**src/rtl/alsu_pkg.sv**
```systemverilog
// Shared ALSU types: opcodes, the packed command word, driver FSM states and
// the illegal-command predicate used by both the driver and its bench.
package alsu_pkg;

  localparam int ALSU_TAG_W = 4;
  localparam int ALSU_OP_W  = 16;

  typedef enum logic [2:0] {
    OR        = 3'd0,
    XOR       = 3'd1,
    ADD       = 3'd2,
    MULT      = 3'd3,
    SHIFT     = 3'd4,
    ROTATE    = 3'd5,
    INVALID_6 = 3'd6,
    INVALID_7 = 3'd7
  } opcode_e;

  typedef struct packed {
    opcode_e           opcode;
    logic signed [2:0] a;
    logic signed [2:0] b;
    logic              cin;
    logic              serial_in;
    logic              direction;
    logic              red_op_a;
    logic              red_op_b;
    logic              bypass_a;
    logic              bypass_b;
  } alsu_op_t;

  typedef struct packed {
    logic [ALSU_TAG_W-1:0] tag;
    logic                  clr;
    alsu_op_t              op;
  } alsu_cmd_t;

  typedef enum logic [1:0] {
    ST_IDLE,
    ST_ISSUE,
    ST_WAIT,
    ST_RESP
  } drv_state_e;

  // A clr command is never flagged: the ALSU is held in reset while it samples.
  function automatic logic is_invalid_cmd(input alsu_cmd_t c);
    logic red;
    red = c.op.red_op_a | c.op.red_op_b;
    return !c.clr && ((red && !(c.op.opcode inside {OR, XOR})) ||
                      (c.op.opcode inside {INVALID_6, INVALID_7}));
  endfunction

endpackage

```
**src/rtl/alsu_cmd_fifo.sv**
```systemverilog
// Synchronous FIFO with full/empty flags; DEPTH must be a power of 2 (>= 2)
// so the pointers wrap by natural overflow.
module alsu_cmd_fifo #(
  parameter int WIDTH = 21,
  parameter int DEPTH = 4
) (
  input  logic             clk,
  input  logic             rst,
  input  logic             push,
  input  logic [WIDTH-1:0] wdata,
  input  logic             pop,
  output logic [WIDTH-1:0] rdata,
  output logic             full,
  output logic             empty
);

  localparam int PTR_W = $clog2(DEPTH);

  logic [PTR_W-1:0] wr_ptr_q, wr_ptr_d;
  logic [PTR_W-1:0] rd_ptr_q, rd_ptr_d;
  logic [PTR_W:0]   cnt_q, cnt_d;
  logic [WIDTH-1:0] mem_q [DEPTH];
  logic [WIDTH-1:0] mem_d [DEPTH];
  logic             do_push, do_pop;

  assign full    = (cnt_q == (PTR_W+1)'(DEPTH));
  assign empty   = (cnt_q == '0);
  assign do_push = push & ~full;
  assign do_pop  = pop & ~empty;
  assign rdata   = mem_q[rd_ptr_q];

  always_comb begin
    mem_d    = mem_q;
    wr_ptr_d = wr_ptr_q;
    rd_ptr_d = rd_ptr_q;
    if (do_push) begin
      mem_d[wr_ptr_q] = wdata;
      wr_ptr_d        = wr_ptr_q + 1'b1;
    end
    if (do_pop) rd_ptr_d = rd_ptr_q + 1'b1;
    cnt_d = cnt_q + (PTR_W+1)'(do_push) - (PTR_W+1)'(do_pop);
  end

  always_ff @(posedge clk) begin
    if (rst) begin
      wr_ptr_q <= '0;
      rd_ptr_q <= '0;
      cnt_q    <= '0;
    end else begin
      wr_ptr_q <= wr_ptr_d;
      rd_ptr_q <= rd_ptr_d;
      cnt_q    <= cnt_d;
    end
  end

  // Storage needs no reset; occupancy is tracked by the pointers.
  always_ff @(posedge clk) mem_q <= mem_d;

endmodule

```
**src/rtl/alsu_driver.sv**
```systemverilog
// ALSU initiator: queues command words, issues one at a time to the ALSU,
// waits out its pipeline latency and returns a tagged response.
module alsu_driver
  import alsu_pkg::*;
#(
  parameter int FIFO_DEPTH = 4,
  parameter int ALSU_LAT   = 2,
  parameter int TAG_W      = 4
) (
  input  logic                    clk,
  input  logic                    rst,
  input  logic                    cmd_valid,
  output logic                    cmd_ready,
  input  logic [TAG_W+16:0]       cmd_data,
  output logic                    rsp_valid,
  input  logic                    rsp_ready,
  output logic [TAG_W-1:0]        rsp_tag,
  output logic signed [5:0]       rsp_out,
  output logic                    rsp_invalid,
  output logic                    rsp_leds_nz,
  output logic                    alsu_rst,
  output logic                    alsu_cin,
  output logic                    alsu_serial_in,
  output logic                    alsu_direction,
  output logic                    alsu_red_op_A,
  output logic                    alsu_red_op_B,
  output logic                    alsu_bypass_A,
  output logic                    alsu_bypass_B,
  output opcode_e                 alsu_opcode,
  output logic signed [2:0]       alsu_A,
  output logic signed [2:0]       alsu_B,
  input  logic signed [5:0]       alsu_out,
  input  logic [15:0]             alsu_leds
);

  localparam int CMD_W = TAG_W + 1 + ALSU_OP_W;
  localparam int CNT_W = (ALSU_LAT < 2) ? 1 : $clog2(ALSU_LAT + 1);

  logic             fifo_push, fifo_pop, fifo_full, fifo_empty;
  logic [CMD_W-1:0] fifo_rdata;
  logic [TAG_W-1:0] head_tag;
  logic             head_clr;
  alsu_op_t         head_op;
  alsu_cmd_t        head_cmd;

  drv_state_e        state_q, state_d;
  logic [CNT_W-1:0]  cnt_q, cnt_d;
  alsu_op_t          drv_q, drv_d;
  logic              alsu_rst_q, alsu_rst_d;
  logic [TAG_W-1:0]  cur_tag_q, cur_tag_d;
  logic              cur_inv_q, cur_inv_d;
  logic              rsp_valid_q, rsp_valid_d;
  logic [TAG_W-1:0]  rsp_tag_q, rsp_tag_d;
  logic signed [5:0] rsp_out_q, rsp_out_d;
  logic              rsp_invalid_q, rsp_invalid_d;
  logic              rsp_leds_nz_q, rsp_leds_nz_d;

  assign cmd_ready = ~fifo_full;
  assign fifo_push = cmd_valid & cmd_ready;
  assign fifo_pop  = (state_q == ST_IDLE) & ~fifo_empty;

  alsu_cmd_fifo #(
    .WIDTH (CMD_W),
    .DEPTH (FIFO_DEPTH)
  ) u_fifo (
    .clk   (clk),
    .rst   (rst),
    .push  (fifo_push),
    .wdata (cmd_data),
    .pop   (fifo_pop),
    .rdata (fifo_rdata),
    .full  (fifo_full),
    .empty (fifo_empty)
  );

  assign head_tag = fifo_rdata[CMD_W-1 -: TAG_W];
  assign head_clr = fifo_rdata[ALSU_OP_W];
  assign head_op  = alsu_op_t'(fifo_rdata[ALSU_OP_W-1:0]);

  // The tag plays no part in legality, so the predicate sees it as zero.
  always_comb begin
    head_cmd     = '0;
    head_cmd.clr = head_clr;
    head_cmd.op  = head_op;
  end

  always_comb begin
    state_d       = state_q;
    cnt_d         = cnt_q;
    drv_d         = drv_q;
    alsu_rst_d    = alsu_rst_q;
    cur_tag_d     = cur_tag_q;
    cur_inv_d     = cur_inv_q;
    rsp_valid_d   = rsp_valid_q;
    rsp_tag_d     = rsp_tag_q;
    rsp_out_d     = rsp_out_q;
    rsp_invalid_d = rsp_invalid_q;
    rsp_leds_nz_d = rsp_leds_nz_q;
    case (state_q)
      ST_IDLE: begin
        if (!fifo_empty) begin
          drv_d      = head_op;
          alsu_rst_d = head_clr;
          cnt_d      = CNT_W'(ALSU_LAT);
          cur_tag_d  = head_tag;
          cur_inv_d  = is_invalid_cmd(head_cmd);
          state_d    = ST_ISSUE;
        end
      end
      ST_ISSUE: begin
        alsu_rst_d = 1'b0;
        state_d    = ST_WAIT;
      end
      ST_WAIT: begin
        // The ALSU output register holds the result by the time cnt hits 1.
        if (cnt_q == CNT_W'(1)) begin
          rsp_valid_d   = 1'b1;
          rsp_tag_d     = cur_tag_q;
          rsp_out_d     = alsu_out;
          rsp_invalid_d = cur_inv_q;
          rsp_leds_nz_d = |alsu_leds;
          state_d       = ST_RESP;
        end else begin
          cnt_d = cnt_q - 1'b1;
        end
      end
      ST_RESP: begin
        if (rsp_ready) begin
          rsp_valid_d = 1'b0;
          state_d     = ST_IDLE;
        end
      end
      default: state_d = ST_IDLE;
    endcase
  end

  always_ff @(posedge clk) begin
    if (rst) begin
      state_q       <= ST_IDLE;
      cnt_q         <= '0;
      drv_q         <= '0;
      alsu_rst_q    <= 1'b0;
      cur_tag_q     <= '0;
      cur_inv_q     <= 1'b0;
      rsp_valid_q   <= 1'b0;
      rsp_tag_q     <= '0;
      rsp_out_q     <= '0;
      rsp_invalid_q <= 1'b0;
      rsp_leds_nz_q <= 1'b0;
    end else begin
      state_q       <= state_d;
      cnt_q         <= cnt_d;
      drv_q         <= drv_d;
      alsu_rst_q    <= alsu_rst_d;
      cur_tag_q     <= cur_tag_d;
      cur_inv_q     <= cur_inv_d;
      rsp_valid_q   <= rsp_valid_d;
      rsp_tag_q     <= rsp_tag_d;
      rsp_out_q     <= rsp_out_d;
      rsp_invalid_q <= rsp_invalid_d;
      rsp_leds_nz_q <= rsp_leds_nz_d;
    end
  end

  // ALSU reset follows the system reset immediately, not a cycle late.
  assign alsu_rst       = rst | alsu_rst_q;
  assign alsu_opcode    = drv_q.opcode;
  assign alsu_A         = drv_q.a;
  assign alsu_B         = drv_q.b;
  assign alsu_cin       = drv_q.cin;
  assign alsu_serial_in = drv_q.serial_in;
  assign alsu_direction = drv_q.direction;
  assign alsu_red_op_A  = drv_q.red_op_a;
  assign alsu_red_op_B  = drv_q.red_op_b;
  assign alsu_bypass_A  = drv_q.bypass_a;
  assign alsu_bypass_B  = drv_q.bypass_b;

  assign rsp_valid   = rsp_valid_q;
  assign rsp_tag     = rsp_tag_q;
  assign rsp_out     = rsp_out_q;
  assign rsp_invalid = rsp_invalid_q;
  assign rsp_leds_nz = rsp_leds_nz_q;

endmodule

```
**config.mk**
```make
export PLATFORM = sky130hd
export DESIGN_NAME = alsu_driver
export DESIGN_NICKNAME = d
export VERILOG_FILES = /design/src/rtl/alsu_pkg.sv /design/src/rtl/alsu_cmd_fifo.sv /design/src/rtl/alsu_driver.sv
export SDC_FILE = /design/constraint.sdc
export NUM_CORES = 1
export LEC_CHECK = 0
export BUFFER_PORTS_ARGS = -buffer_cell sky130_fd_sc_hd__buf_2
export CORE_ASPECT_RATIO = 1.2
export CORE_MARGIN = 8
export CORE_UTILIZATION = 50
export CTS_CLUSTER_SIZE = 24
export DETAILED_ROUTE_END_ITERATION = 16
export PLACE_DENSITY = 0.8
export SETUP_SLACK_MARGIN = 0.05
export SKIP_CTS_REPAIR_TIMING = 1
export SKIP_LAST_GASP = 1
export SLEW_MARGIN = 20
export SYNTH_ARGS = -nofsm -noshare
export SYNTH_HDL_FRONTEND = slang
export SYNTH_SLANG_ARGS = --single-unit
```
**constraint.sdc**
```tcl
create_clock -name clk -period 3.1 [get_ports clk]
set_clock_uncertainty 0.1 [all_clocks]
set_input_delay 0.62 -clock clk [delete_from_list [all_inputs] [get_ports clk]]
set_output_delay 0.62 -clock clk [all_outputs]
set_load 0.05 [all_outputs]
```
After elaboration in Yosys (flattened, before gate mapping)
Cells that the tools add are included.

storage, ports and cells
  bits of input ports = 47
  register bits after elaboration = 130
  logic and storage cells = 96
  output and inout port bits = 31

operators by class
  bitwise logic cells = 10
  magnitude comparators = 3
  equality and inequality tests = 12
  add/sub/neg operators = 5
  mux-type cells = 18
  reductions and logical operators = 21

operators by type and width
  cell                                                             number
  84-bit bitwise mux                                               1
  21-bit two-way mux                                               3
  21-bit binary-select mux with 2-bit select                       1
  21-bit demux with 2-bit select                                   1
  16-bit OR reduction                                              1
  2-bit two-way mux                                                5
  2-bit nonzero test                                               5
  3-bit == test, second input constant                             3
  3-bit AND reduction                                              3
  2-bit inequality test, second input constant                     4
  2-bit case mux with 4 select lines                               1
  3-bit greater-or-equal comparator, second input constant         2
  3-bit zero test                                                  2
  2-bit inverter with 3-bit output                                 2
  2-bit AND reduction                                              3
  2-bit by 1-bit adder with 2-bit output, second input constant    2
  1-bit AND                                                        4
  2-bit by 1-bit == test with 1-bit output, second input constant  2
  2-bit == test, second input constant                             2
  1-bit case mux with 2 select lines                               2
  2-bit case mux with 2 select lines                               1
  3-bit by 1-bit adder with 3-bit output                           1
  3-bit by 1-bit == test with 1-bit output, second input constant  1
  1-bit logical AND                                                3
  other kinds (9)                                                  14

Logic depth before layout (Yosys ltp)
Gate-level depths: netlist of run 1.

  depth after elaboration = 10
  depth in mapped cells = 13
  gate-level depth less buffers = 12

Cells and area by module
Synthesis of run 1 repeated with hierarchy kept, for this count alone.

unflattened totals
  cells, all modules = 362
  area, all modules = 5158.7 um^2

modules (own cells, without submodules)
  module         area an instance (um^2)  times used  seq. area each (um^2)  cells an instance
  alsu_cmd_fifo  3478.3                   1           2662.6                 157
  alsu_driver    1680.4                   1           780.7                  205

Least setup slack after synthesis of run 1
OpenSTA, ideal clock, no wires.

  kind = reg2reg
  start = register state_q[0]
  end = register u_fifo.cnt_q[2]
  data arrival time = 2.407 ns
  cell stages (with the launch flop) = 14
  period minus slack after synthesis = 2.634 ns
  path slack = 0.466 ns
  required time = 2.872 ns
  buffers on the path = 1
  setup time = 0.128 ns
  cells stage by stage = dfxtp_1 -> inv_1 -> ha_1 -> o31ai_2 -> clkinv_1 -> clkbuf_1 -> ha_1 -> inv_1 -> ha_1 -> inv_1 -> fa_1 -> xor2_1 -> xnor2_1 -> nor2_1

on the way
  longest elaborated chain between the ends = 4

RTL lines
  what                                         RTL line             source
  from (decl)                                  alsu_driver.sv:46    drv_state_e state_q, state_d;
  from (signal assigned)                       alsu_driver.sv:151   state_q <= state_d;
  2-bit zero test                              alsu_driver.sv:60    assign fifo_pop = (state_q == ST_IDLE) & ~fifo_empty;
  1-bit AND                                    alsu_driver.sv:60
  via fifo_pop                                 alsu_driver.sv:39    logic fifo_push, fifo_pop, fifo_full, fifo_empty;
  1-bit AND                                    alsu_cmd_fifo.sv:29  assign do_pop = pop & ~empty;
  3-bit by 1-bit subtractor with 3-bit output  alsu_cmd_fifo.sv:41  cnt_d = cnt_q + (PTR_W+1)'(do_push) - (PTR_W+1)'(do_pop);
  to (signal assigned)                         alsu_cmd_fifo.sv:52  cnt_q <= cnt_d;
  to (decl)                                    alsu_cmd_fifo.sv:21  logic [PTR_W:0] cnt_q, cnt_d;

The timed path passes the listed nets, and every way through them passes these cells.
A chain may end at the register's enable or synchronous reset.

Worst setup path in the final report of run 1
  start = register state_q[0]
  end = register u_fifo.cnt_q[2]

on the way
  longest elaborated chain between the ends = 4

RTL lines
  what                                         RTL line
  2-bit zero test                              alsu_driver.sv:60
  1-bit AND                                    alsu_driver.sv:60
  1-bit AND                                    alsu_cmd_fifo.sv:29
  3-bit by 1-bit subtractor with 3-bit output  alsu_cmd_fifo.sv:41

Every way passes these cells.

==> results.tsv, run 1 <==
metric	value	unit
drc_errors	0	
clockBufferDepth	2	
synthTopCellsByCount	edfxtp_1 (84), nand2_1 (70), dfxtp_1 (46)	
highest_ir_drop_seen_on_vdd	415.7	µV
yosys.cell_count.top_type	edfxtp_1	
fin_nets	493	
simple_gate_portion_of_the_synthesized_area	8.846	%
min_delay_worst_endpoint	u_fifo.mem_q[33]	
hold_path_class	in -> reg	
post_drt_wl_per_cell	17.21	µm
grt_antenna_before_repair	1	
slew_viol_final	0	
io_pins	78	
floorplan.die.height	125.2	µm
fin_setup_tns	0	ns
drtPass1Iterations	4	
grt_start_max_net_pins	47	
hold-path-cell-count	1	
reg2reg_depth	12	
finalCritPeriodShare	81.02	%
max_cap_viol_count	0	
numCtsBuffers	17	
postLayoutCoreUtil	61.51	%
global_route.usage.total	15.45	%
synth_seq_cells	130	
place.detailed.hpwl	6347	µm
post-place-ws	0.6212	ns
route.vias.total	2999	
status	finished, final reports clean	
area_fraction_in_compound_gates_after_synthesis	4.990	%
routed_wirelength	9859	µm
synth-warning-count	0	
p_sw	1.857	mW
clkSinkCount	130	
synth.distinct_cells	35	
worstReg2RegStart	state_q[0]	
synth_enable_flop_cells	84	
period_minus_slack	2.512	ns
port_buffers	77	
die_w	107.0	µm
synth-adder-area-share	3.175	%
power.leakage	2.294	nW
ys.flop_type	edfxtp_1	
cp-start-kind	flip-flop	
clock_insertion_delay_worst_skew	0.40	ns
tritoncts	built	
synth-seq-area-share	69.35	%
crit_type	reg -> reg	
netlist.area_leader.share	50.81	%
hold_path_startpoint	cmd_data[12]	
clk_pin_slew_worst_paths	0.05	ns
globalplace.congestion	0.8311	
synth_area_leader_cell	edfxtp_1	
power.share.clock	31.9	%
combinational_family_with_the_most_area_after_synthesis	multiplexers	
synth_area	4965	µm²
rsz0062_at_grt	false	
syn_nets	403	
worst_slew_margin_rel	56.69	%
dr.first_iter.drc_count	138	
power.density	952.6	nW/µm²
max_slew.worst_pin.slew	0.6406	ns
start_util	50.36	%
path_cells	inv_1 > ha_1 > o31ai_2 > clkinv_1 > ha_1 > inv_1 > ha_1 > inv_1 > fa_1 > xor2_1 > xnor2_1 > nor2_1	
pwr-share-comb	28.2	%
areaGrowthSynthToFinish	22.15	%
htree_num_levels	4	
sequential_share_of_power	40.0	%
layout.filler_cells	748	
max_stage_delay	0.39	ns
switching_share	32.14	%
async_reset_ff_share	0	%
synth_xor_area_share	0.8821	%
muxShareOfSynthArea	10.21	%
site_row_count	40	
worst_path_max_delay_cell	dfxtp_1	
dieArea	13390	µm²
cp_max_fo	4	
timing.final.hold_violations	0	
avgViaCountPerCell	5.234	
cp.arrival	2.68	ns
cell_count_after_synthesis	344	
fmax	398.1	MHz
wire_length_of_the_first_global_routing_pass	15680	µm
vias_in_the_first_global_route	3162	
p_int	3.920	mW
crit_path_end_kind	flip-flop	
final_critical_path_setup_slack	0.5884	ns
grt-ovfl-total	0	
antenna_violating_nets_post_route	0	
setup_viol_count_final	0	
synth.avg_cell_area	14.43	µm²
r2r-end	u_fifo.cnt_q[2]	
worst-r2r-setup-slack	0.59	ns
core-area	9859	µm²
post_route_cells_drive_above_1_share	31.17	%
netlist_top_cells_area	edfxtp_1 (51%), dfxtp_1 (19%), mux4_2 (9.1%), nand2_1 (5.3%), a21oi_1 (3.3%)	
clock_tree.root_cell	clkbuf_16	
data_required_critical_path	3.27	ns
-- metal layers --
metal  up-vias  share of wire, %  GRT usage (%)
met5         -                 0              0
met4         0               2.6          9.212
met3        21               8.3          6.629
met2       103                50          25.21
met1      1450                39          16.11
li1       1425                 -              -
-- worst max-delay path by stage --
stage	endpoint	cells after the start	from	slack, ns
2_1_floorplan	u_fifo.cnt_q[2]	13	state_q[0]	0.47
6_report	u_fifo.cnt_q[2]	12	state_q[0]	0.59
5_1_grt	u_fifo.cnt_q[2]	12	state_q[0]	0.43
4_1_cts	u_fifo.cnt_q[2]	12	state_q[0]	0.58
3_3_place_gp	u_fifo.cnt_q[2]	12	state_q[0]	0.79
3_5_place_dp	u_fifo.cnt_q[2]	12	state_q[0]	0.62
-- power groups by stage --
stage / logic, mW / registers [mW] / clock network, mW
2_1_floorplan: 0.937 / 2.61 / 0
3_3_place_gp: 1.59 / 2.32 / 0
3_5_place_dp: 1.63 / 2.34 / 0
4_1_cts: 1.65 / 2.31 / 1.88
5_1_grt: 1.77 / 2.34 / 1.94
6_report: 1.63 / 2.31 / 1.84
-- state kept, by name, summed over array words and instances (netlist names), 2 cells and up --
| signal | flops |
|---|---|
| alsu_A | 3 |
| alsu_B | 3 |
| alsu_opcode | 3 |
| cnt_q | 2 |
| cur_tag_q | 4 |
| rsp_out | 6 |
| rsp_tag | 4 |
| state_q | 2 |
| u_fifo.cnt_q | 3 |
| u_fifo.mem_q | 84 |
| u_fifo.rd_ptr_q | 2 |
| u_fifo.wr_ptr_q | 2 |
-- cell families (layout without fill, tap and decap cells) --
kind of cell | after synthesis | after routing
adders and majority gates | 12 | 12
muxes | 24 | 24
xor gates and xnor gates | 5 | 5
buffers and inverters | 27 | 129
DFF | 130 | 130
and+or+nand+nor | 104 | 104
AOI/OAI and AO/OA | 42 | 42
other | 0 | 1
-- cells in the final DEF (no fill, tap or decap), types with 2 or more instances in the layout --
cell / instances
edfxtp_1: 84
dfxtp_1: 46
a21oi_1: 33
xor2_1: 2
clkbuf_1: 3
clkbuf_16: 18
ha_1: 11
nor4_1: 4
nor2b_1: 2
clkinv_2: 4
nand2b_1: 2
mux4_2: 20
and2_1: 5
buf_2: 77
inv_1: 10
mux2i_1: 3
buf_4: 10
nor2_1: 16
clkbuf_8: 6
nand2_1: 70
xnor2_1: 3
-- per-stage QoR --
step	hold slack, ns	total power [mW]	cell area (µm²)	std cells
5_1_grt	0.3152	6.047	6065	573
3_5_place_dp	0.3440	3.968	5498	541
4_1_cts	0.3116	5.841	6062	572
3_3_place_gp	0.3389	3.906	5498	541
2_1_floorplan	0.3322	3.549	4965	344
6_report	0.3296	5.777	6065	573
-- cell type report --
cell class | instances | area, µm² | share of cell area, %
Antenna cell | 1 | 2.502 | 0.04126
Clock inverter | 4 | 20.02 | 0.3301
Clock buffer | 27 | 544.3 | 8.975
Tap cell | 126 | 157.7 | 2.600
Multi-Input combinational cell | 187 | 1395 | 23.00
Inverter | 11 | 41.29 | 0.6808
Sequential cell | 130 | 3443 | 56.78
Timing Repair Buffer | 87 | 460.4 | 7.592
-- critical path: cells and delay by family, from the launching register on --
kind / cells / cell delay (ns)
buffers and inverters: 4 / 0.36
and+or+nand+nor: 1 / 0.06
AOI/OAI and AO/OA: 1 / 0.09
adders and majority gates: 4 / 1.05
DFF: 1 / 0.39
xor gates and xnor gates: 2 / 0.32
(Power assumes the default switching activity.)
==> run 2: changes to the inputs <==
--- a/config.mk
+++ b/config.mk
@@ -11,7 +11,7 @@
 export CORE_UTILIZATION = 50
 export CTS_CLUSTER_SIZE = 24
 export DETAILED_ROUTE_END_ITERATION = 16
-export PLACE_DENSITY = 0.8
+export PLACE_DENSITY = 0.83
 export SETUP_SLACK_MARGIN = 0.05
 export SKIP_CTS_REPAIR_TIMING = 1
 export SKIP_LAST_GASP = 1
==> constraint.sdc (replaced) <==
create_clock -name clk -period 2.18 [get_ports clk]
set_clock_uncertainty 0.1 [all_clocks]
set_input_delay 0.436 -clock clk [delete_from_list [all_inputs] [get_ports clk]]
set_output_delay 0.436 -clock clk [all_outputs]
set_load 0.05 [all_outputs]
==> run 2 against run 1 <==
Net effect: critical path depth fell by 2; wire length rose by 9.1%; register-to-register slack got worse by 0.56 ns; count of clock-buffer cells in the layout fell by 1; fmax rose by 17%; setup slack got worse by 0.56 ns; power rose by 50%; cell count rose by 1.9%; critical endpoint unchanged.
==> results.tsv, run 2 (synthesized netlist as in run 1, its figures left out) <==
metric	value	unit
switching_share	32.67	%
globalplace.congestion	0.8248	
status	finished, final reports clean	
p_int	5.852	mW
grt_start_max_net_pins	47	
hold-path-cell-count	1	
vias_in_the_first_global_route	3259	
finalCritPeriodShare	98.75	%
layout.filler_cells	697	
hold_path_startpoint	cmd_data[20]	
final_cell_mix	edfxtp_1 (84), buf_2 (77), nand2_1 (70)	
sequential_share_of_power	37.8	%
regMostFlops	u_fifo.mem_q	
power.share.clock	31.4	%
routed_wirelength	10760	µm
tritoncts	built	
io_pins	78	
final_common_cell	edfxtp_1	
clock_tree.root_cell	clkbuf_16	
fin_setup_tns	0	ns
min_delay_worst_endpoint	u_fifo.mem_q[83]	
post_route_cells_drive_above_1_share	36.11	%
fin_nets	503	
areaGrowthSynthToFinish	26.66	%
clkSinkCount	130	
wire_length_of_the_first_global_routing_pass	16780	µm
drtPass1Iterations	4	
worst-r2r-setup-slack	0.03	ns
place.detailed.hpwl	6851	µm
data_required_critical_path	2.35	ns
p_sw	2.839	mW
reg2reg_depth	10	
route.vias.total	3122	
slew_viol_final	0	
dieArea	13390	µm²
postLayoutCoreUtil	63.78	%
site_row_count	40	
crit_type	reg -> reg	
clk_pin_slew_worst_paths	0.05	ns
hold_path_class	in -> reg	
r2r-end	u_fifo.cnt_q[2]	
post-place-ws	0.03331	ns
dr.first_iter.drc_count	120	
pwr-share-comb	30.9	%
final_critical_path_setup_slack	0.02728	ns
cp.arrival	2.33	ns
antenna_violating_nets_post_route	0	
grt_antenna_before_repair	3	
cp-start-kind	flip-flop	
global_route.usage.total	16.36	%
period_minus_slack	2.153	ns
clockBufferDepth	2	
worstReg2RegStart	u_fifo.cnt_q[0]	
setup_viol_count_final	0	
max_slew.worst_pin.slew	0.6304	ns
grt-ovfl-total	0	
numCtsBuffers	17	
cp_max_fo	4	
fin_hold_ws	0.1396	ns
clock_insertion_delay_worst_skew	0.41	ns
avgViaCountPerCell	5.346	
timing.final.hold_violations	0	
max_cap_viol_count	0	
htree_num_levels	4	
port_buffers	77	
largest_register_ff_count	84	
core-area	9859	µm²
start_util	50.36	%
worst_slew_margin_rel	57.38	%
fmax	464.5	MHz
post_drt_wl_per_cell	18.42	µm
power.leakage	2.379	nW
die_w	107.0	µm
power.density	1382	nW/µm²
crit_path_end_kind	flip-flop	
drc_errors	0	
floorplan.die.height	125.2	µm
highest_ir_drop_seen_on_vdd	637.4	µV
rsz0062_at_grt	true	
-- run 2: changes by cell type in the layout (fill, tap and decap cells not counted), sizes merged --
cell / before / now
buf: 87 / 97
clkbuf: 27 / 26
inv: 10 / 12
-- run 2: area by class of cell --
| cell class | instances | area (µm²) | area share, % |
|---|---|---|---|
| timing repair buffer | 97 | 585.6 | 9.312 |
| inverter | 11 | 42.54 | 0.6765 |
| clock inverter | 6 | 36.28 | 0.5770 |
| tap | 126 | 157.7 | 2.507 |
| sequential | 130 | 3456 | 54.95 |
| antenna | 1 | 2.502 | 0.03979 |
| clock buffer | 26 | 556.8 | 8.854 |
| multi-input combinational | 187 | 1451 | 23.08 |
-- run 2: critical path, cell delays in order (launching register included) --
cell      delay (ns)
dfxtp_2         0.35
o31ai_4         0.28
clkinv_2        0.13
ha_4            0.23
inv_2           0.06
ha_4            0.12
inv_2           0.03
fa_2            0.34
xor2_2          0.16
xnor2_1         0.16
nor2_1          0.06
-- run 2: worst max path at each step --
stage                          from         endpoint  slack (ns)  cells past startpoint
global placement         state_q[1]  u_fifo.cnt_q[2]        0.13                     12
CTS                      state_q[0]  u_fifo.cnt_q[2]       -0.01                     12
finish              u_fifo.cnt_q[0]  u_fifo.cnt_q[2]        0.03                     10
global route        u_fifo.cnt_q[0]  u_fifo.cnt_q[2]       -0.07                     10
detailed placement       state_q[1]  u_fifo.cnt_q[2]        0.03                     12
floorplan           u_fifo.cnt_q[1]  u_fifo.cnt_q[2]       -0.08                     11
-- run 2: power by group through the flow --
| stage | clock (mW) | sequential (mW) | combinational, mW |
|---|---|---|---|
| after detailed placement | 0 | 3.32 | 2.51 |
| final | 2.73 | 3.28 | 2.68 |
| after CTS | 2.77 | 3.28 | 2.60 |
| after global placement | 0 | 3.28 | 2.43 |
| after floorplan | 0 | 3.73 | 1.44 |
| after global routing | 2.86 | 3.32 | 2.89 |
-- run 2: stage by stage --
| step | area, µm² | std cells | power, mW |
|---|---|---|---|
| 6_report | 6289 | 584 | 8.691 |
| 5_1_grt | 6289 | 584 | 9.067 |
| 4_1_cts | 6236 | 578 | 8.656 |
| 3_5_place_dp | 5643 | 546 | 5.830 |
| 3_3_place_gp | 5643 | 546 | 5.716 |
| 2_1_floorplan | 5032 | 344 | 5.175 |
-- run 2: layer usage --
layer | vias to the layer above | wire length [µm] | GRT usage [%]
met4 | 4 | 180 | 6.971
met2 | 113 | 5566 | 27.63
met3 | 20 | 815 | 6.835
met5 | - | 22 | 0
li1 | 1452 | - | -
met1 | 1533 | 4173 | 17.43
